**src/rtl/ex_muldiv_seq_pkg.sv**
```systemverilog
// Shared encodings for the EX-stage multi-cycle multiply/divide sequencer:
// op codes, FSM states and the EX-control bit that flags a muldiv instruction.
package ex_muldiv_seq_pkg;

    typedef enum logic [1:0] {
        MD_OP_MUL   = 2'b00,
        MD_OP_MULHU = 2'b01,
        MD_OP_DIVU  = 2'b10,
        MD_OP_REMU  = 2'b11
    } md_op_e;

    typedef enum logic [1:0] {
        MD_ST_IDLE = 2'b00,
        MD_ST_MUL  = 2'b01,
        MD_ST_DIV  = 2'b10,
        MD_ST_DONE = 2'b11
    } md_state_e;

    localparam int EX_CTRL_MULDIV_BIT = 5;

    // Ops 10/11 are the divide family; bit 1 of the encoding selects it.
    function automatic logic md_is_div(input md_op_e op);
        return op[1];
    endfunction

endpackage

```
**src/rtl/md_iter_step.sv**
```systemverilog
// One combinational iteration of the sequencer: a shift-add multiply step
// and a restoring-division step, both retiring a single bit.
module md_iter_step #(
    parameter int WIDTH = 32
) (
    input  logic [2*WIDTH-1:0] mul_prod,
    input  logic [WIDTH-1:0]   mul_mcand,
    input  logic [WIDTH:0]     div_rem,
    input  logic [WIDTH-1:0]   div_quot,
    input  logic [WIDTH-1:0]   div_divisor,
    output logic [2*WIDTH-1:0] mul_prod_next,
    output logic [WIDTH:0]     div_rem_next,
    output logic [WIDTH-1:0]   div_quot_next
);

    logic [WIDTH:0] mul_sum_s;
    logic [WIDTH:0] div_shift_s;
    logic [WIDTH:0] div_diff_s;

    // Multiply: low half holds the unconsumed multiplier, high half accumulates.
    always_comb begin
        mul_sum_s = {1'b0, mul_prod[2*WIDTH-1:WIDTH]};
        if (mul_prod[0]) begin
            mul_sum_s = {1'b0, mul_prod[2*WIDTH-1:WIDTH]} + {1'b0, mul_mcand};
        end else begin
            mul_sum_s = {1'b0, mul_prod[2*WIDTH-1:WIDTH]};
        end
        mul_prod_next = {mul_sum_s, mul_prod[WIDTH-1:1]};
    end

    // Divide: bring in the next dividend bit, keep the subtraction only if it did not borrow.
    always_comb begin
        div_shift_s   = (div_rem << 1) | {{WIDTH{1'b0}}, div_quot[WIDTH-1]};
        div_diff_s    = div_shift_s - {1'b0, div_divisor};
        div_rem_next  = div_shift_s;
        div_quot_next = {div_quot[WIDTH-2:0], 1'b0};
        if (div_diff_s[WIDTH]) begin
            div_rem_next  = div_shift_s;
            div_quot_next = {div_quot[WIDTH-2:0], 1'b0};
        end else begin
            div_rem_next  = div_diff_s;
            div_quot_next = {div_quot[WIDTH-2:0], 1'b1};
        end
    end

endmodule

```
**src/rtl/ex_muldiv_seq.sv**
```systemverilog
// Multi-cycle unsigned MUL/MULHU/DIVU/REMU unit beside the EX-stage ALU. It stalls
// the pipeline while iterating and pulses o_done for the single cycle EXMA captures it.
module ex_muldiv_seq
    import ex_muldiv_seq_pkg::*;
#(
    parameter int WIDTH = 32,
    parameter int CNT_W = 6
) (
    input  logic             clk,
    input  logic             reset,
    input  logic             i_start,
    input  logic [1:0]       i_op,
    input  logic [WIDTH-1:0] i_Op1,
    input  logic [WIDTH-1:0] i_Op2,
    input  logic             i_flush,
    output logic             o_stall,
    output logic             o_busy,
    output logic             o_done,
    output logic [WIDTH-1:0] o_result,
    output logic             o_div_by_zero
);

    localparam logic [CNT_W-1:0] LAST_CNT = CNT_W'(WIDTH - 1);

    md_state_e            state_r;
    md_state_e            state_next_s;
    md_op_e               op_r;
    md_op_e               op_in_s;
    logic [WIDTH-1:0]     mcand_r;
    logic [WIDTH-1:0]     divisor_r;
    logic [2*WIDTH-1:0]   prod_r;
    logic [WIDTH:0]       rem_r;
    logic [WIDTH-1:0]     quot_r;
    logic [CNT_W-1:0]     cnt_r;
    logic [WIDTH-1:0]     result_r;
    logic                 dbz_r;

    logic [2*WIDTH-1:0]   prod_next_s;
    logic [WIDTH:0]       rem_next_s;
    logic [WIDTH-1:0]     quot_next_s;
    logic [WIDTH-1:0]     finish_result_s;
    logic [WIDTH-1:0]     dbz_result_s;

    logic                 last_s;
    logic                 load_s;
    logic                 dbz_start_s;
    logic                 mul_iter_s;
    logic                 div_iter_s;
    logic                 finish_s;
    logic                 stall_s;
    logic                 done_s;

    assign op_in_s = md_op_e'(i_op);
    assign last_s  = (cnt_r == LAST_CNT);

    md_iter_step #(
        .WIDTH (WIDTH)
    ) u_step (
        .mul_prod      (prod_r),
        .mul_mcand     (mcand_r),
        .div_rem       (rem_r),
        .div_quot      (quot_r),
        .div_divisor   (divisor_r),
        .mul_prod_next (prod_next_s),
        .div_rem_next  (rem_next_s),
        .div_quot_next (quot_next_s)
    );

    // FSM state register.
    always_ff @(posedge clk) begin
        if (reset) begin
            state_r <= MD_ST_IDLE;
        end else begin
            state_r <= state_next_s;
        end
    end

    // Next-state decode and per-cycle control strobes.
    always_comb begin
        state_next_s = state_r;
        load_s       = 1'b0;
        dbz_start_s  = 1'b0;
        mul_iter_s   = 1'b0;
        div_iter_s   = 1'b0;
        finish_s     = 1'b0;
        stall_s      = 1'b0;
        done_s       = 1'b0;
        case (state_r)
            MD_ST_IDLE: begin
                if (i_start && !i_flush) begin
                    load_s  = 1'b1;
                    stall_s = 1'b1;
                    if (!md_is_div(op_in_s)) begin
                        state_next_s = MD_ST_MUL;
                    end else if (i_Op2 == {WIDTH{1'b0}}) begin
                        state_next_s = MD_ST_DONE;
                        dbz_start_s  = 1'b1;
                    end else begin
                        state_next_s = MD_ST_DIV;
                    end
                end else begin
                    state_next_s = MD_ST_IDLE;
                end
            end
            MD_ST_MUL: begin
                stall_s = 1'b1;
                if (i_flush) begin
                    state_next_s = MD_ST_IDLE;
                end else if (last_s) begin
                    mul_iter_s   = 1'b1;
                    finish_s     = 1'b1;
                    state_next_s = MD_ST_DONE;
                end else begin
                    mul_iter_s   = 1'b1;
                    state_next_s = MD_ST_MUL;
                end
            end
            MD_ST_DIV: begin
                stall_s = 1'b1;
                if (i_flush) begin
                    state_next_s = MD_ST_IDLE;
                end else if (last_s) begin
                    div_iter_s   = 1'b1;
                    finish_s     = 1'b1;
                    state_next_s = MD_ST_DONE;
                end else begin
                    div_iter_s   = 1'b1;
                    state_next_s = MD_ST_DIV;
                end
            end
            MD_ST_DONE: begin
                done_s       = !i_flush;
                state_next_s = MD_ST_IDLE;
            end
            default: begin
                state_next_s = MD_ST_IDLE;
            end
        endcase
    end

    // Result word chosen from the final iteration's outputs, ready for the DONE entry edge.
    always_comb begin
        finish_result_s = {WIDTH{1'b0}};
        case (op_r)
            MD_OP_MUL:   finish_result_s = prod_next_s[WIDTH-1:0];
            MD_OP_MULHU: finish_result_s = prod_next_s[2*WIDTH-1:WIDTH];
            MD_OP_DIVU:  finish_result_s = quot_next_s;
            MD_OP_REMU:  finish_result_s = rem_next_s[WIDTH-1:0];
            default:     finish_result_s = {WIDTH{1'b0}};
        endcase
    end

    // Divide-by-zero short-circuit: quotient saturates, remainder is the dividend.
    always_comb begin
        dbz_result_s = {WIDTH{1'b1}};
        if (op_in_s == MD_OP_REMU) begin
            dbz_result_s = i_Op1;
        end else begin
            dbz_result_s = {WIDTH{1'b1}};
        end
    end

    // Operand, accumulator, counter and registered-result datapath.
    always_ff @(posedge clk) begin
        if (reset) begin
            op_r      <= MD_OP_MUL;
            mcand_r   <= {WIDTH{1'b0}};
            divisor_r <= {WIDTH{1'b0}};
            prod_r    <= {(2*WIDTH){1'b0}};
            rem_r     <= {(WIDTH+1){1'b0}};
            quot_r    <= {WIDTH{1'b0}};
            cnt_r     <= {CNT_W{1'b0}};
            result_r  <= {WIDTH{1'b0}};
            dbz_r     <= 1'b0;
        end else begin
            if (load_s) begin
                op_r      <= op_in_s;
                mcand_r   <= i_Op1;
                divisor_r <= i_Op2;
                prod_r    <= {{WIDTH{1'b0}}, i_Op2};
                rem_r     <= {(WIDTH+1){1'b0}};
                quot_r    <= i_Op1;
                cnt_r     <= {CNT_W{1'b0}};
                if (dbz_start_s) begin
                    result_r <= dbz_result_s;
                    dbz_r    <= 1'b1;
                end
            end else if (mul_iter_s) begin
                prod_r <= prod_next_s;
                cnt_r  <= cnt_r + {{(CNT_W-1){1'b0}}, 1'b1};
            end else if (div_iter_s) begin
                rem_r  <= rem_next_s;
                quot_r <= quot_next_s;
                cnt_r  <= cnt_r + {{(CNT_W-1){1'b0}}, 1'b1};
            end
            if (finish_s) begin
                result_r <= finish_result_s;
                dbz_r    <= 1'b0;
            end
        end
    end

    assign o_stall       = stall_s;
    assign o_busy        = (state_r == MD_ST_MUL) || (state_r == MD_ST_DIV);
    assign o_done        = done_s;
    assign o_result      = result_r;
    assign o_div_by_zero = dbz_r;

endmodule

```
**config.mk**
```make
export PLATFORM = sky130hd
export DESIGN_NAME = ex_muldiv_seq
export DESIGN_NICKNAME = d
export VERILOG_FILES = /design/src/rtl/ex_muldiv_seq_pkg.sv /design/src/rtl/md_iter_step.sv /design/src/rtl/ex_muldiv_seq.sv
export SDC_FILE = /design/constraint.sdc
export NUM_CORES = 1
export LEC_CHECK = 0
export ABC_CLOCK_PERIOD_IN_PS = 5950
export BUFFER_PORTS_ARGS = -buffer_cell sky130_fd_sc_hd__buf_2
export CORE_AREA = 2 2 172 174
export DETAILED_ROUTE_END_ITERATION = 10
export DIE_AREA = 0 0 174 176
export GPL_TIMING_DRIVEN = 1
export PLACE_DENSITY = 0.67
export SLEW_MARGIN = 20
export SYNTH_ARGS = -nofsm -noshare
export SYNTH_HDL_FRONTEND = slang
export SYNTH_SLANG_ARGS = --single-unit
```
**constraint.sdc**
```tcl
create_clock -name clk -period 5.95 [get_ports clk]
set_clock_uncertainty 0.2 [all_clocks]
set_input_delay 1.19 -clock clk [delete_from_list [all_inputs] [get_ports clk]]
set_output_delay 1.19 -clock clk [all_outputs]
set_load 0.05 [all_outputs]
```
Yosys cells after proc, flatten, opt, wreduce, memory -nomap -nowiden:

Cells that the tools add are included.

* output and inout bits: 36
* register bits: 235

* multiplexer cells: 37
* bitwise operators: 2
* eq/ne operators: 9
* $add $sub $neg: 3
* reduce and logical (&&, ||, !) cells: 18

Operators by type and width (number)
* $mux 32: 10
* $pmux 32 s4: 1
* $add 32x32->33: 1
* $mux 33: 1
* $or 33x1->33: 1
* $sub 33x32->33: 1
* $logic_not 32->1: 1
* $mux 1: 16
* $mux 6: 2
* $eq 2x2->1 const B: 5
* $mux 2: 5
* $reduce_bool 2->1: 5
* $pmux 2 s4: 1
* $reduce_and 2->1: 4
* $add 6x1->6 const B: 1
* $eq 6x5->1 const B: 1
* $reduce_or 2->1: 3
* $eq 2x1->1 const B: 2
* $logic_not 2->1: 2
* $ne 2x2->1 const B: 1
* $pmux 1 s2: 1
* $logic_and 1x1->1: 1
* $logic_not 1->1: 1
* $logic_or 1x1->1: 1
* $not 1->1: 1

Depth between registers and ports, before layout:

Gate-level depths: netlist of run 1.

* depth after elaboration: 8
* depth in mapped cells: 14
* gate-level depth less buffers: 12

By module:

From an unflattened synthesis of run 1, not the netlist that was laid out.

* cell total of the unflattened synthesis: 1824
* area, all modules: 14660.3 um^2

By module, submodules not included
* ex_muldiv_seq: cells an instance 1187, times used 1, area an instance 10105.9 um^2
* md_iter_step: cells an instance 637, times used 1, area an instance 4554.4 um^2

Worst setup path after synthesis of run 1:

OpenSTA, ideal clock, no wires.

* path kind: input to output
* start point: input i_start
* end point: output o_stall
* setup slack: 1629 ps
* arrival time: 2931 ps
* stages on the path: 7
* path through: nor2b_1 -> and2_1 -> clkbuf_1 -> clkbuf_1 -> buf_1 -> nor2_1 -> nor2_1

* longest elaborated chain between the ends: 3

RTL lines
* from (decl): RTL line ex_muldiv_seq.sv:11 `input logic i_start,`
* $logic_and 1x1->1: RTL line ex_muldiv_seq.sv:90 `if (i_start && !i_flush) begin`
* $mux 1: RTL line ex_muldiv_seq.sv:90
* $pmux 1 s2: RTL line ex_muldiv_seq.sv:88 `case (state_r)`
* to (decl): RTL line ex_muldiv_seq.sv:16 `output logic o_stall,`

No other way between the ends.

Worst setup path after layout of run 1:

* start point: register quot_r[31]
* end point: register result_r[8] (netlist: o_result[8])

* longest elaborated chain between the ends: 5

RTL lines
* from (decl): RTL line ex_muldiv_seq.sv:33 `logic [WIDTH-1:0] quot_r;`
* from (signal assigned): RTL line ex_muldiv_seq.sv:171 `quot_r <= {WIDTH{1'b0}};`
* from (signal assigned): RTL line ex_muldiv_seq.sv:182 `quot_r <= i_Op1;`
* from (signal assigned): RTL line ex_muldiv_seq.sv:193 `quot_r <= quot_next_s;`
* $or 33x1->33: RTL line md_iter_step.sv:33 `div_shift_s = (div_rem << 1) | {{WIDTH{1'b0}}, div_quot[WIDTH-1]};`
* $sub 33x32->33: RTL line md_iter_step.sv:34 `div_diff_s = div_shift_s - {1'b0, div_divisor};`
* $mux 32: RTL line md_iter_step.sv:37 `if (div_diff_s[WIDTH]) begin`
* $pmux 32 s4: RTL line ex_muldiv_seq.sv:144 `case (op_r)`
* $mux 32: RTL line ex_muldiv_seq.sv:196 `if (finish_s) begin`
* to (signal assigned): RTL line ex_muldiv_seq.sv:173 `result_r <= {WIDTH{1'b0}};`
* to (signal assigned): RTL line ex_muldiv_seq.sv:185 `result_r <= dbz_result_s;`
* to (signal assigned): RTL line ex_muldiv_seq.sv:197 `result_r <= finish_result_s;`
* to (decl): RTL line ex_muldiv_seq.sv:35 `logic [WIDTH-1:0] result_r;`

No other way between the ends.
A chain may end at the register's enable or synchronous reset.

==> summary.md, run 1 <==
| Metric | Value |
|---|---|
| Outcome | `finished clean` |
| Synthesis Warnings | `0` |
| Gr usage total | `29.2%` |
| Nets | `2,088` |
| Clock net sink count | `235` |
| Post-synthesis sequential area ratio | `33.2%` |
| Synth cell count leaders | `nand2_1 (405), dfxtp_1 (235), a21oi_1 (228), nor2_1 (193), clkbuf_1 (95)` |
| Placed Cells | `2,300` |
| R2R Path End | `o_result[8]` |
| Yosys reg bits | `235` |
| Hold Buf Count CTS | `0` |
| Worst reg2reg path depth | `12` |
| Pwr per Cell Area | `266 nW/um^2` |
| Leakage | `6.22 nW` |
| Area leader, netlist | `dfxtp_1` |
| Mapped cell area | `14,200 um^2` |
| Layout area overhead | `11.1%` |
| Reg2reg start | `quot_r[31]` |
| Setup crit start kind | `flip-flop` |
| Setup WS post-layout | `1.99 ns` |
| Placer Congestion | `0.913` |
| First-pass GRT wire length | `71,600 um` |
| Pin count of the biggest net entering global routing | `98` |
| Hold endpoint | `divisor_r[18]` |
| Total setup buffers inserted after CTS | `0` |
| CTS tree | `done` |
| CTS Buf Count | `27` |
| Ys async rst share | `0%` |
| Non-filler cells, final | `2,347` |
| Vias in the first global route | `13,227` |
| Drt wl/cell | `19.6 um` |
| Initial core utilization | `49.6%` |
| Clock tree buffer depth | `3` |
| RSZ-0062 raised after global routing | `no` |
| Htree depth | `1` |
| DIE AREA | `30,600 um^2` |
| Via count | `14,032` |
| Slew Viols, Final | `0` |
| Overall Power | `4.19 mW` |
| EDFF count, synth | `0` |
| Total gr overflow | `0` |
| Minimum clock period | `3.96 ns` |
| Worst min path class | `flip-flop to flip-flop` |
| Port Buffers | `105` |
| IO Pins | `106` |
| PostCTS Resize Cnt | `0` |
| Worst Tran Pin Value | `1.15 ns` |
| Data required, critical path | `6.10 ns` |
| Setup TNS | `0 ns` |
| Antenna violations before repair | `0` |
| Ranking of synthesized cells by area | `dfxtp_1 (33%), nand2_1 (11%), a21oi_1 (8.1%), ha_1 (6.3%), nor2_1 (5.1%)` |
| Worst EP arrival | `4.11 ns` |
| Antenna cells | `0` |
| Worst vdd ir | `0.000228 V` |
| Worst-path maximum fanout | `32` |
| Hold path depth | `2` |
| Die height | `176 um` |
| Avg Cell Area, Syn | `7.37 um^2` |
| WS Path Type | `flip-flop to flip-flop` |
| Routed Antenna Nets | `0` |
| Post-Synthesis Cells | `1,921` |
| Setup violators final | `0` |
| # Max-Cap Violations | `0` |
| Final hold vios | `0` |
| Unique cell type count in the Yosys netlist | `78` |
| Die width | `174 um` |
| Routed WL | `45,900 um` |
| Hold_sp | `divisor_r[18]` |
| Most frequent cell after synthesis | `nand2_1` |
| R2R setup slack | `1.99 ns` |
| Fmax | `252 MHz` |
| Clk slew on worst S/H paths | `0.06 ns` |
| Ys flop type | `dfxtp_1` |
| Placement Setup Slack | `1.62 ns` |
| Root buffer cell | `clkbuf_16` |
| Post-synth top area share | `33.2%` |
| Skew-Pair Late Insertion Delay | `0.54 ns` |
| Vias per inst | `5.98` |
| Core area | `28,500 um^2` |
| Crit share post-route | `66.6%` |
| Dpl hpwl | `32,700 um` |
| Starting DRT DRC Count | `1,335` |
| Row count | `62` |
| Slew margin rel. | `23.3%` |
| Share of layout cells above drive strength 1 | `9.93%` |
| # DRC | `0` |
| Syn nets | `2,064` |
| Worst setup EP type | `flip-flop` |
| TritonRoute pass-1 iters | `6` |
==> worst max-delay path, stage by stage, from the launching register on <==
cell      delay [ns]
dfxtp_1         0.35
inv_1           0.09
ha_1            0.22
fa_1            0.22
nor2b_1         0.08
o31a_1          0.31
o21ai_4         0.29
nand2_2         0.15
a211oi_4        0.45
xor2_4          0.75
nor2_1          0.13
a21oi_1         0.38
a221oi_1        0.16
==> power breakdown <==
group | total (mW) | switching (mW) | leakage [nW] | internal, mW
logic | 0.786 | 0.509 | 3.86 | 0.277
registers | 1.69 | 0.0543 | 1.91 | 1.64
clock network | 1.71 | 0.683 | 0.445 | 1.03
total | 4.19 | 1.25 | 6.22 | 2.94
==> layout make-up <==
| class | count | area, um^2 |
|---|---|---|
| inverter | 65 | 244 |
| sequential | 235 | 4710 |
| timing repair buffer | 121 | 648 |
| tap | 384 | 480 |
| clock inverter | 5 | 75.1 |
| clock buffer | 42 | 822 |
| fill | 2801 | 12800 |
| multi-input combinational | 1495 | 8750 |
==> cells by family after synthesis <==
kind of cell,share of synthesized area (%)
fa+ha+maj,6.55
flops,33.2
simple gates,23.1
buf+inv,5.37
xor+xnor,3.52
mux,3.10
compound gates,25.2
==> routing by layer <==
metal  share of wire (%)  wire length, um  up-vias  track usage (%)
met3                 6.3             2890      116             3.36
met1                  43            19600     6584             38.0
met4                 4.5             2040        0             12.5
met5                   0                0        -                0
met2                  46            21300      538             49.2
li1                    -                -     6794                -
==> state kept, by name, summed over array words and instances, names as in the netlist <==
register and count:
cnt_r 6, divisor_r 32, mcand_r 32, o_div_by_zero 1
o_result 32, op_r 2, prod_r 64, quot_r 32
rem_r 32, state_r 2
==> cells in the final DEF, fill, tap and decap left out, types with 11 or more instances in the layout <==
cell type / synthesis / routed
o21ai_0: 79 / 79
clkbuf_16: 0 / 27
mux2i_1: 39 / 39
buf_4: 3 / 17
xnor2_1: 33 / 33
a31oi_1: 15 / 15
o211ai_1: 20 / 20
ha_1: 71 / 71
a211oi_1: 54 / 54
a21o_1: 20 / 20
nor2b_1: 17 / 16
inv_1: 63 / 63
nand4_1: 12 / 12
nor2_1: 193 / 192
nor4_1: 11 / 11
o21ai_1: 11 / 11
o21a_1: 11 / 11
a311oi_1: 34 / 34
xor2_1: 22 / 21
buf_2: 14 / 104
and2_1: 14 / 12
nor3_1: 35 / 35
a221oi_1: 11 / 11
a21oi_1: 228 / 228
dfxtp_1: 235 / 233
nand3_1: 22 / 22
nand2_1: 405 / 404
o221ai_1: 20 / 20
==> metrics by stage <==
step | instance area, um^2 | util [%] | hold WS [ns]
after floorplan | 14200 | - | 0.236
after global placement | 14800 | 52.0 | 0.244
after detailed placement | 14800 | 52.0 | 0.247
after CTS | 15700 | 55.1 | 0.255
after global routing | 15700 | 55.1 | 0.278
final | 15700 | 55.1 | 0.254
==> worst max path at each step <==
stage,start,to,slack [ns],cells after the start
2_1_floorplan,i_start,o_stall,1.63,7
3_3_place_gp,i_Op2[8],o_result[14],1.68,10
3_5_place_dp,i_Op2[8],o_result[2],1.62,10
4_1_cts,quot_r[31],o_result[8],2.02,12
5_1_grt,quot_r[31],o_result[8],1.77,12
6_report,quot_r[31],o_result[8],1.99,12
Power figures use the tool's default switching activity.
==> run 2: changes to the inputs <==
Settings changed: ABC_AREA set to 1, ABC_CLOCK_PERIOD_IN_PS 5950 to 3700, CORE_AREA 2 2 172 174 to 2 2 182 184, DIE_AREA 0 0 174 176 to 0 0 184 186.
Clock period 5.95 ns to 3.7 ns, I/O delays scaled along.
==> run 2 against run 1 <==
Against the previous run:
- clock-buffer cell count decreased by 3
- combinational power rose by 70%
- synthesized cell count rose by 38%
- worst hold slack better by 0.019 ns
- non-clock buffer count rose by 12
- critical path depth up 8
- sequential cell count stayed put
- cell count up 33%
- register-to-register slack lost 1.4 ns
- critical endpoint is now o_result[15]
- largest cell class unchanged
==> summary.md, run 2 <==
| Metric | Value |
|---|---|
| Starting DRT DRC Count | `1,538 (was 1,335)` |
| CTS Buf Count | `26 (was 27)` |
| Worst min path class | `flip-flop to flip-flop (unchanged)` |
| Clock tree buffer depth | `3 (unchanged)` |
| Minimum clock period | `3.15 ns (was 3.96 ns)` |
| Setup TNS | `0 ns (unchanged)` |
| Pin count of the biggest net entering global routing | `74 (was 98)` |
| Layout area overhead | `10.5% (was 11.1%)` |
| Clock net sink count | `235 (unchanged)` |
| Placer Congestion | `1.00 (was 0.913)` |
| Antenna violations before repair | `0 (unchanged)` |
| Layout fillers | `3,325 (was 2,801)` |
| Pwr per Cell Area | `373 nW/um^2 (was 266 nW/um^2)` |
| First-pass GRT wire length | `83,300 um (was 71,600 um)` |
| Leakage | `8.88 nW (was 6.22 nW)` |
| Compound-Gate Fraction of Synth Area | `17.7% (was 25.2%)` |
| Root buffer cell | `clkbuf_16 (unchanged)` |
| Worst Tran Pin Value | `1.05 ns (was 1.15 ns)` |
| Slew Viols, Final | `0 (unchanged)` |
| Die height | `186 um (was 176 um)` |
| TritonRoute pass-1 iters | `6 (unchanged)` |
| Vias per inst | `5.37 (was 5.98)` |
| Main combinational cell family by area after synthesis | `simple AND/OR/NAND/NOR gates (was compound AO/OA/AOI/OAI gates)` |
| Synthesis Warnings | `0 (unchanged)` |
| IO Pins | `106 (unchanged)` |
| EDFF count, synth | `0 (unchanged)` |
| Share of layout cells above drive strength 1 | `8.09% (was 9.93%)` |
| Area leader, netlist | `dfxtp_1 (unchanged)` |
| Hold_ws | `0.273 ns (was 0.254 ns)` |
| Final hold vios | `0 (unchanged)` |
| Outcome | `finished clean (unchanged)` |
| Antenna cells | `0 (unchanged)` |
| Unique cell type count in the Yosys netlist | `43 (was 78)` |
| Setup violators final | `0 (unchanged)` |
| Worst EP arrival | `3.43 ns (was 4.11 ns)` |
| Hold Buf Count CTS | `0 (unchanged)` |
| Slew margin rel. | `29.8% (was 23.3%)` |
| Data required, critical path | `3.98 ns (was 6.10 ns)` |
| Total setup buffers inserted after CTS | `0 (unchanged)` |
| Post-synth top area share | `29.5% (was 33.2%)` |
| Gr usage total | `30.6% (was 29.2%)` |
| Ys flop type | `dfxtp_1 (unchanged)` |
| Biggest register | `prod_r (unchanged)` |
| Vias in the first global route | `15,646 (was 13,227)` |
| Crit share post-route | `85.3% (was 66.6%)` |
| Port Buffers | `105 (unchanged)` |
| RSZ-0062 raised after global routing | `no (unchanged)` |
| Post-synthesis sequential area ratio | `29.5% (was 33.2%)` |
| Setup crit start kind | `flip-flop (unchanged)` |
| Max reg flops | `64 (unchanged)` |
| Placed inst area | `16,800 um^2 (was 14,800 um^2)` |
| Worst vdd ir | `0.000335 V (was 0.000228 V)` |
| Commonest non-fill, non-tap cell in the layout | `nand2_1 (unchanged)` |
| Post-Synth Simple-Gate Area | `31.0% (was 23.1%)` |
| Final instance area | `17,600 um^2 (was 15,700 um^2)` |
| Synth cell count leaders | `nand2_1 (861), inv_1 (487), dfxtp_1 (235), a21oi_1 (171), nor2_1 (158) (was nand2_1 (405), dfxtp_1 (235), a21oi_1 (228), nor2_1 (193), clkbuf_1 (95))` |
| Post-Synthesis Cells | `2,647 (was 1,921)` |
| Most frequent cell after synthesis | `nand2_1 (unchanged)` |
| Non-filler cells, final | `3,127 (was 2,347)` |
| Post-synthesis xor/xnor area fraction | `1.54% (was 3.52%)` |
| Skew-Pair Late Insertion Delay | `0.55 ns (was 0.54 ns)` |
| # DRC | `0 (unchanged)` |
| Die width | `184 um (was 174 um)` |
| Routed Antenna Nets | `0 (unchanged)` |
| Drt wl/cell | `16.6 um (was 19.6 um)` |
| Fmax | `317 MHz (was 252 MHz)` |
| Nets | `2,844 (was 2,088)` |
| Core area | `32,200 um^2 (was 28,500 um^2)` |
| Ys async rst share | `0% (unchanged)` |
| Row count | `66 (was 62)` |
| Worst-path maximum fanout | `43 (was 32)` |
| Via count | `16,791 (was 14,032)` |
| # Max-Cap Violations | `0 (unchanged)` |
| Routed WL | `52,000 um (was 45,900 um)` |
| Syn nets | `2,790 (was 2,064)` |
| DIE AREA | `34,200 um^2 (was 30,600 um^2)` |
| Mapped cell area | `15,900 um^2 (was 14,200 um^2)` |
| PostCTS Resize Cnt | `0 (unchanged)` |
| Initial core utilization | `49.4% (was 49.6%)` |
| Avg Cell Area, Syn | `6.02 um^2 (was 7.37 um^2)` |
| Post-synthesis adder-cell area fraction | `5.83% (was 6.55%)` |
| Total gr overflow | `0 (unchanged)` |
| Most used cells in the layout excluding fill and tap cells | `nand2_1 (857), inv_1 (485), dfxtp_1 (235), a21oi_1 (171), nor2_1 (155) (was nand2_1 (404), dfxtp_1 (233), a21oi_1 (228), nor2_1 (192), buf_2 (104))` |
| Htree depth | `1 (unchanged)` |
| Ranking of synthesized cells by area | `dfxtp_1 (30%), nand2_1 (20%), inv_1 (11%), ha_1 (5.6%), a21oi_1 (5.4%) (was dfxtp_1 (33%), nand2_1 (11%), a21oi_1 (8.1%), ha_1 (6.3%), nor2_1 (5.1%))` |
| Clk slew on worst S/H paths | `0.06 ns (about the same)` |
| WS Path Type | `flip-flop to flip-flop (unchanged)` |
| Yosys reg bits | `235 (unchanged)` |
| Post-synthesis mux area share | `0% (was 3.10%)` |
| Worst setup EP type | `flip-flop (unchanged)` |
| Dpl hpwl | `39,800 um (was 32,700 um)` |
| CTS tree | `done (unchanged)` |
| Placed Cells | `3,081 (was 2,300)` |
==> run 2: layout make-up <==
class                           count  area (um^2)  area share [%]
Multi-Input combinational cell   1815         8960            50.9
Sequential cell                   235         4700            26.7
Inverter                          490         1840            10.5
Timing Repair Buffer              133          751            4.27
Clock buffer                       39          749            4.26
Tap cell                          408          510            2.90
Clock inverter                      7         76.3           0.434
==> run 2: power breakdown <==
group	switching (mW)	internal [mW]
registers	0.0531	2.61
logic	0.939	0.402
clock network	1.09	1.46
==> run 2: cells by family (layout without fill, tap and decap cells) <==
group,after synthesis,in the layout
compound gates,494,494
xor+xnor,28,28
fa+ha+maj,73,73
buf+inv,597,669
flops,235,235
simple gates,1220,1220
==> run 2: per-layer routing <==
metal,wire (um),vias up,part of all wire (%),GRT usage [%]
li1,-,8429,-,-
met1,24200,7680,46,43.4
met2,22500,581,43,48.3
met3,3480,101,6.7,3.05
met4,1920,0,3.7,10.7
met5,0,-,0,0
==> run 2: per-stage QoR <==
stage	util, %	power, mW	setup slack (ns)
global placement	52.0	4.02	0.269
global route	54.6	6.85	0.214
detailed placement	52.0	4.03	0.293
floorplan	-	3.65	0.509
CTS	54.6	6.57	0.540
finish	54.6	6.56	0.545
==> run 2: worst max-delay path, stage by stage, from the launching register on <==
cell,delay [ns]
dfxtp_1,0.35
inv_1,0.05
ha_1,0.20
fa_1,0.44
inv_1,0.12
nand2_1,0.05
nand2_1,0.06
nand3_1,0.07
nand2_2,0.13
nand2_1,0.08
nand2_2,0.08
nand2_2,0.07
nand2_2,0.07
nand2_2,0.06
nand2_4,0.44
nand2_1,0.17
o21ai_2,0.10
nand2_1,0.08
nand2_1,0.10
nand2_1,0.05
a21oi_1,0.12
==> run 2: final timing paths <==
kind                      from           end  slack, ns  depth (start not counted)
setup reg to reg    quot_r[31]  o_result[15]       0.55                         20
hold / removal    divisor_r[0]  divisor_r[0]       0.27                          2
setup / recovery    quot_r[31]  o_result[15]       0.55                         20
hold reg to reg   divisor_r[0]  divisor_r[0]       0.27                          2
==> run 3: changes to the inputs <==
Settings changed: ABC_AREA 1 to unset, CORE_AREA 2 2 182 184 to 2 2 172 174, DIE_AREA 0 0 184 186 to 0 0 174 176.
==> run 3 against run 2 <==
Against the previous run:
- non-clock buffer count is 8 higher
- critical path depth is 8 lower
- die area is 11% lower
- routed wire length is 12% lower
- via count is 16% lower
- fmax is 8.4% lower
- clock-buffer cell count stayed put
- sequential share of layout area is 2.6 points higher
- core utilization is 1.5 points higher
- first-iteration DRC count is 14% lower
- setup slack worse by 0.29 ns
- largest cell class unchanged
- largest power group is now the clock network
==> summary.md, run 3 (synthesis results as in run 1) <==
| Metric | Value |
|---|---|
| First-pass GRT wire length | `72,000 um (was 83,300 um)` |
| Placer Congestion | `0.948 (was 1.00)` |
| Clock tree buffer depth | `3 (unchanged)` |
| Outcome | `finished clean (unchanged)` |
| Clock net sink count | `235 (unchanged)` |
| CP max stage delay | `0.56 ns (was 0.44 ns)` |
| Starting DRT DRC Count | `1,315 (was 1,538)` |
| Initial core utilization | `49.6% (was 49.4%)` |
| PostCTS Resize Cnt | `0 (unchanged)` |
| Area taken by multi-input logic gates | `8740 um^2 (was 8960 um^2)` |
| Final hold vios | `0 (unchanged)` |
| Via count | `14,162 (was 16,791)` |
| Routed Antenna Nets | `0 (unchanged)` |
| Worst min path class | `input pin to flip-flop (was flip-flop to flip-flop)` |
| Leakage | `6.39 nW (was 8.88 nW)` |
| Setup TNS | `0 ns (unchanged)` |
| CP cell instances | `inv_1, ha_1, fa_1, nor2b_1, o31a_1, o21ai_4, a2111oi_0, a211oi_1, xnor2_1, or3_1, a21oi_1, a311oi_1 (was inv_1, ha_1, fa_1, inv_1, nand2_1, nand2_1, nand3_1, nand2_2, nand2_1, nand2_2, nand2_2, nand2_2, nand2_2, nand2_4, nand2_1, o21ai_2, nand2_1, nand2_1, nand2_1, a21oi_1)` |
| Critical Path Stages | `12 (was 20)` |
| IO Pins | `106 (unchanged)` |
| Pin count of the biggest net entering global routing | `100 (was 74)` |
| Non-filler cells, final | `2,371 (was 3,127)` |
| Total setup buffers inserted after CTS | `0 (unchanged)` |
| # DRC | `0 (unchanged)` |
| Total gr overflow | `0 (unchanged)` |
| Gr usage total | `29.3% (was 30.6%)` |
| Worst Tran Pin Value | `0.840 ns (was 1.05 ns)` |
| Crit share post-route | `93.1% (was 85.3%)` |
| CTS tree | `done (unchanged)` |
| Worst EP arrival | `3.66 ns (was 3.43 ns)` |
| Buf+Inv Stages, Crit Path | `1 (was 2)` |
| RSZ-0062 raised after global routing | `no (unchanged)` |
| Worst setup EP type | `flip-flop (unchanged)` |
| Fmax | `290 MHz (was 317 MHz)` |
| Row count | `62 (was 66)` |
| Minimum clock period | `3.44 ns (was 3.15 ns)` |
| Vias in the first global route | `13,215 (was 15,646)` |
| Slew Viols, Final | `0 (unchanged)` |
| Max reg flops | `64 (unchanged)` |
| Layout fillers | `2,848 (was 3,325)` |
| Hold path depth | `3 (was 2)` |
| Htree depth | `1 (unchanged)` |
| Antenna cells | `0 (unchanged)` |
| Port Buffers | `105 (unchanged)` |
| WS Path Type | `flip-flop to flip-flop (unchanged)` |
| Setup violators final | `0 (unchanged)` |
| Share of layout cells above drive strength 1 | `11.2% (was 8.09%)` |
| Placed Cells | `2,320 (was 3,081)` |
| Most used cells in the layout excluding fill and tap cells | `nand2_1 (404), dfxtp_1 (233), a21oi_1 (228), nor2_1 (193), buf_2 (104) (was nand2_1 (857), inv_1 (485), dfxtp_1 (235), a21oi_1 (171), nor2_1 (155))` |
| Commonest non-fill, non-tap cell in the layout | `nand2_1 (unchanged)` |
| Final instance area | `16,000 um^2 (was 17,600 um^2)` |
| Core area | `28,500 um^2 (was 32,200 um^2)` |
| Pwr per Cell Area | `435 nW/um^2 (was 373 nW/um^2)` |
| Slew margin rel. | `44.0% (was 29.8%)` |
| Worst vdd ir | `0.000366 V (was 0.000335 V)` |
| CP max stage cell | `a2111oi_0 (was fa_1)` |
| Antenna violations before repair | `0 (unchanged)` |
| Skew-Pair Late Insertion Delay | `0.56 ns (was 0.55 ns)` |
| Nets | `2,109 (was 2,844)` |
| DIE AREA | `30,600 um^2 (was 34,200 um^2)` |
| Drt wl/cell | `19.4 um (was 16.6 um)` |
| Root buffer cell | `clkbuf_16 (unchanged)` |
| Die width | `174 um (was 184 um)` |
| Delay-heaviest family, CP | `compound AO/OA/AOI/OAI gates (was simple AND/OR/NAND/NOR gates)` |
| Vias per inst | `5.97 (was 5.37)` |
| Die height | `176 um (was 186 um)` |
| Worst-path maximum fanout | `5 (was 43)` |
| Data required, critical path | `3.92 ns (was 3.98 ns)` |
| Worst reg2reg path depth | `12 (was 20)` |
| Clk slew on worst S/H paths | `0.06 ns (about the same)` |
| Layout area overhead | `13.1% (was 10.5%)` |
| # Max-Cap Violations | `0 (unchanged)` |
| Hold Buf Count CTS | `0 (unchanged)` |
| Biggest register | `prod_r (unchanged)` |
| Routed WL | `45,900 um (was 52,000 um)` |
| Register area | `4710 um^2 (was 4700 um^2)` |
| TritonRoute pass-1 iters | `5 (was 6)` |
| CTS Buf Count | `28 (was 26)` |
| Placed inst area | `15,000 um^2 (was 16,800 um^2)` |
| Setup crit start kind | `flip-flop (unchanged)` |
| Dpl hpwl | `33,300 um (was 39,800 um)` |
## run 3: worst min-delay path, stage by stage
cell,delay [ns]
buf_2,0.12
nand2_1,0.05
a21oi_1,0.05
## run 3: worst paths after layout
| path | end | start | slack, ns |
|---|---|---|---|
| worst max register to register | o_result[26] | quot_r[31] | 0.26 |
| worst min register to register | divisor_r[22] | divisor_r[22] | 0.25 |
| worst min-delay path | mcand_r[6] | i_Op1[6] | 0.25 |
| worst max-delay path | o_result[26] | quot_r[31] | 0.26 |
## run 3: final cells by class
cell class	count	area share (%)
multi-input cells	1495	54.6
flip-flops and latches	235	29.4
repair buffers	141	5.37
clock buffers	39	5.26
well taps	384	3.00
inverters	65	1.52
clock inverters	12	0.906
## run 3: power breakdown
part	total (mW)	switching (mW)	internal (mW)
clock network	2.95	1.16	1.79
registers	2.71	0.0816	2.63
logic	1.30	0.824	0.479
## run 3: per-layer routing
layer | vias up | part of all wire (%) | global-route usage [%]
met5 | - | 0 | 0
met4 | 0 | 4.4 | 12.1
met3 | 115 | 6.4 | 3.94
met2 | 550 | 46 | 48.5
met1 | 6646 | 44 | 38.6
li1 | 6851 | - | -
## run 3: through the flow
step	power, mW	hold slack (ns)	setup slack, ns	utilization (%)
finish	6.97	0.254	0.255	56.1
global route	7.21	0.264	0.0441	56.1
CTS	6.97	0.247	0.282	56.1
detailed placement	4.05	0.248	0.196	52.7
global placement	4.04	0.242	0.275	52.7
floorplan	3.65	0.236	0.279	-
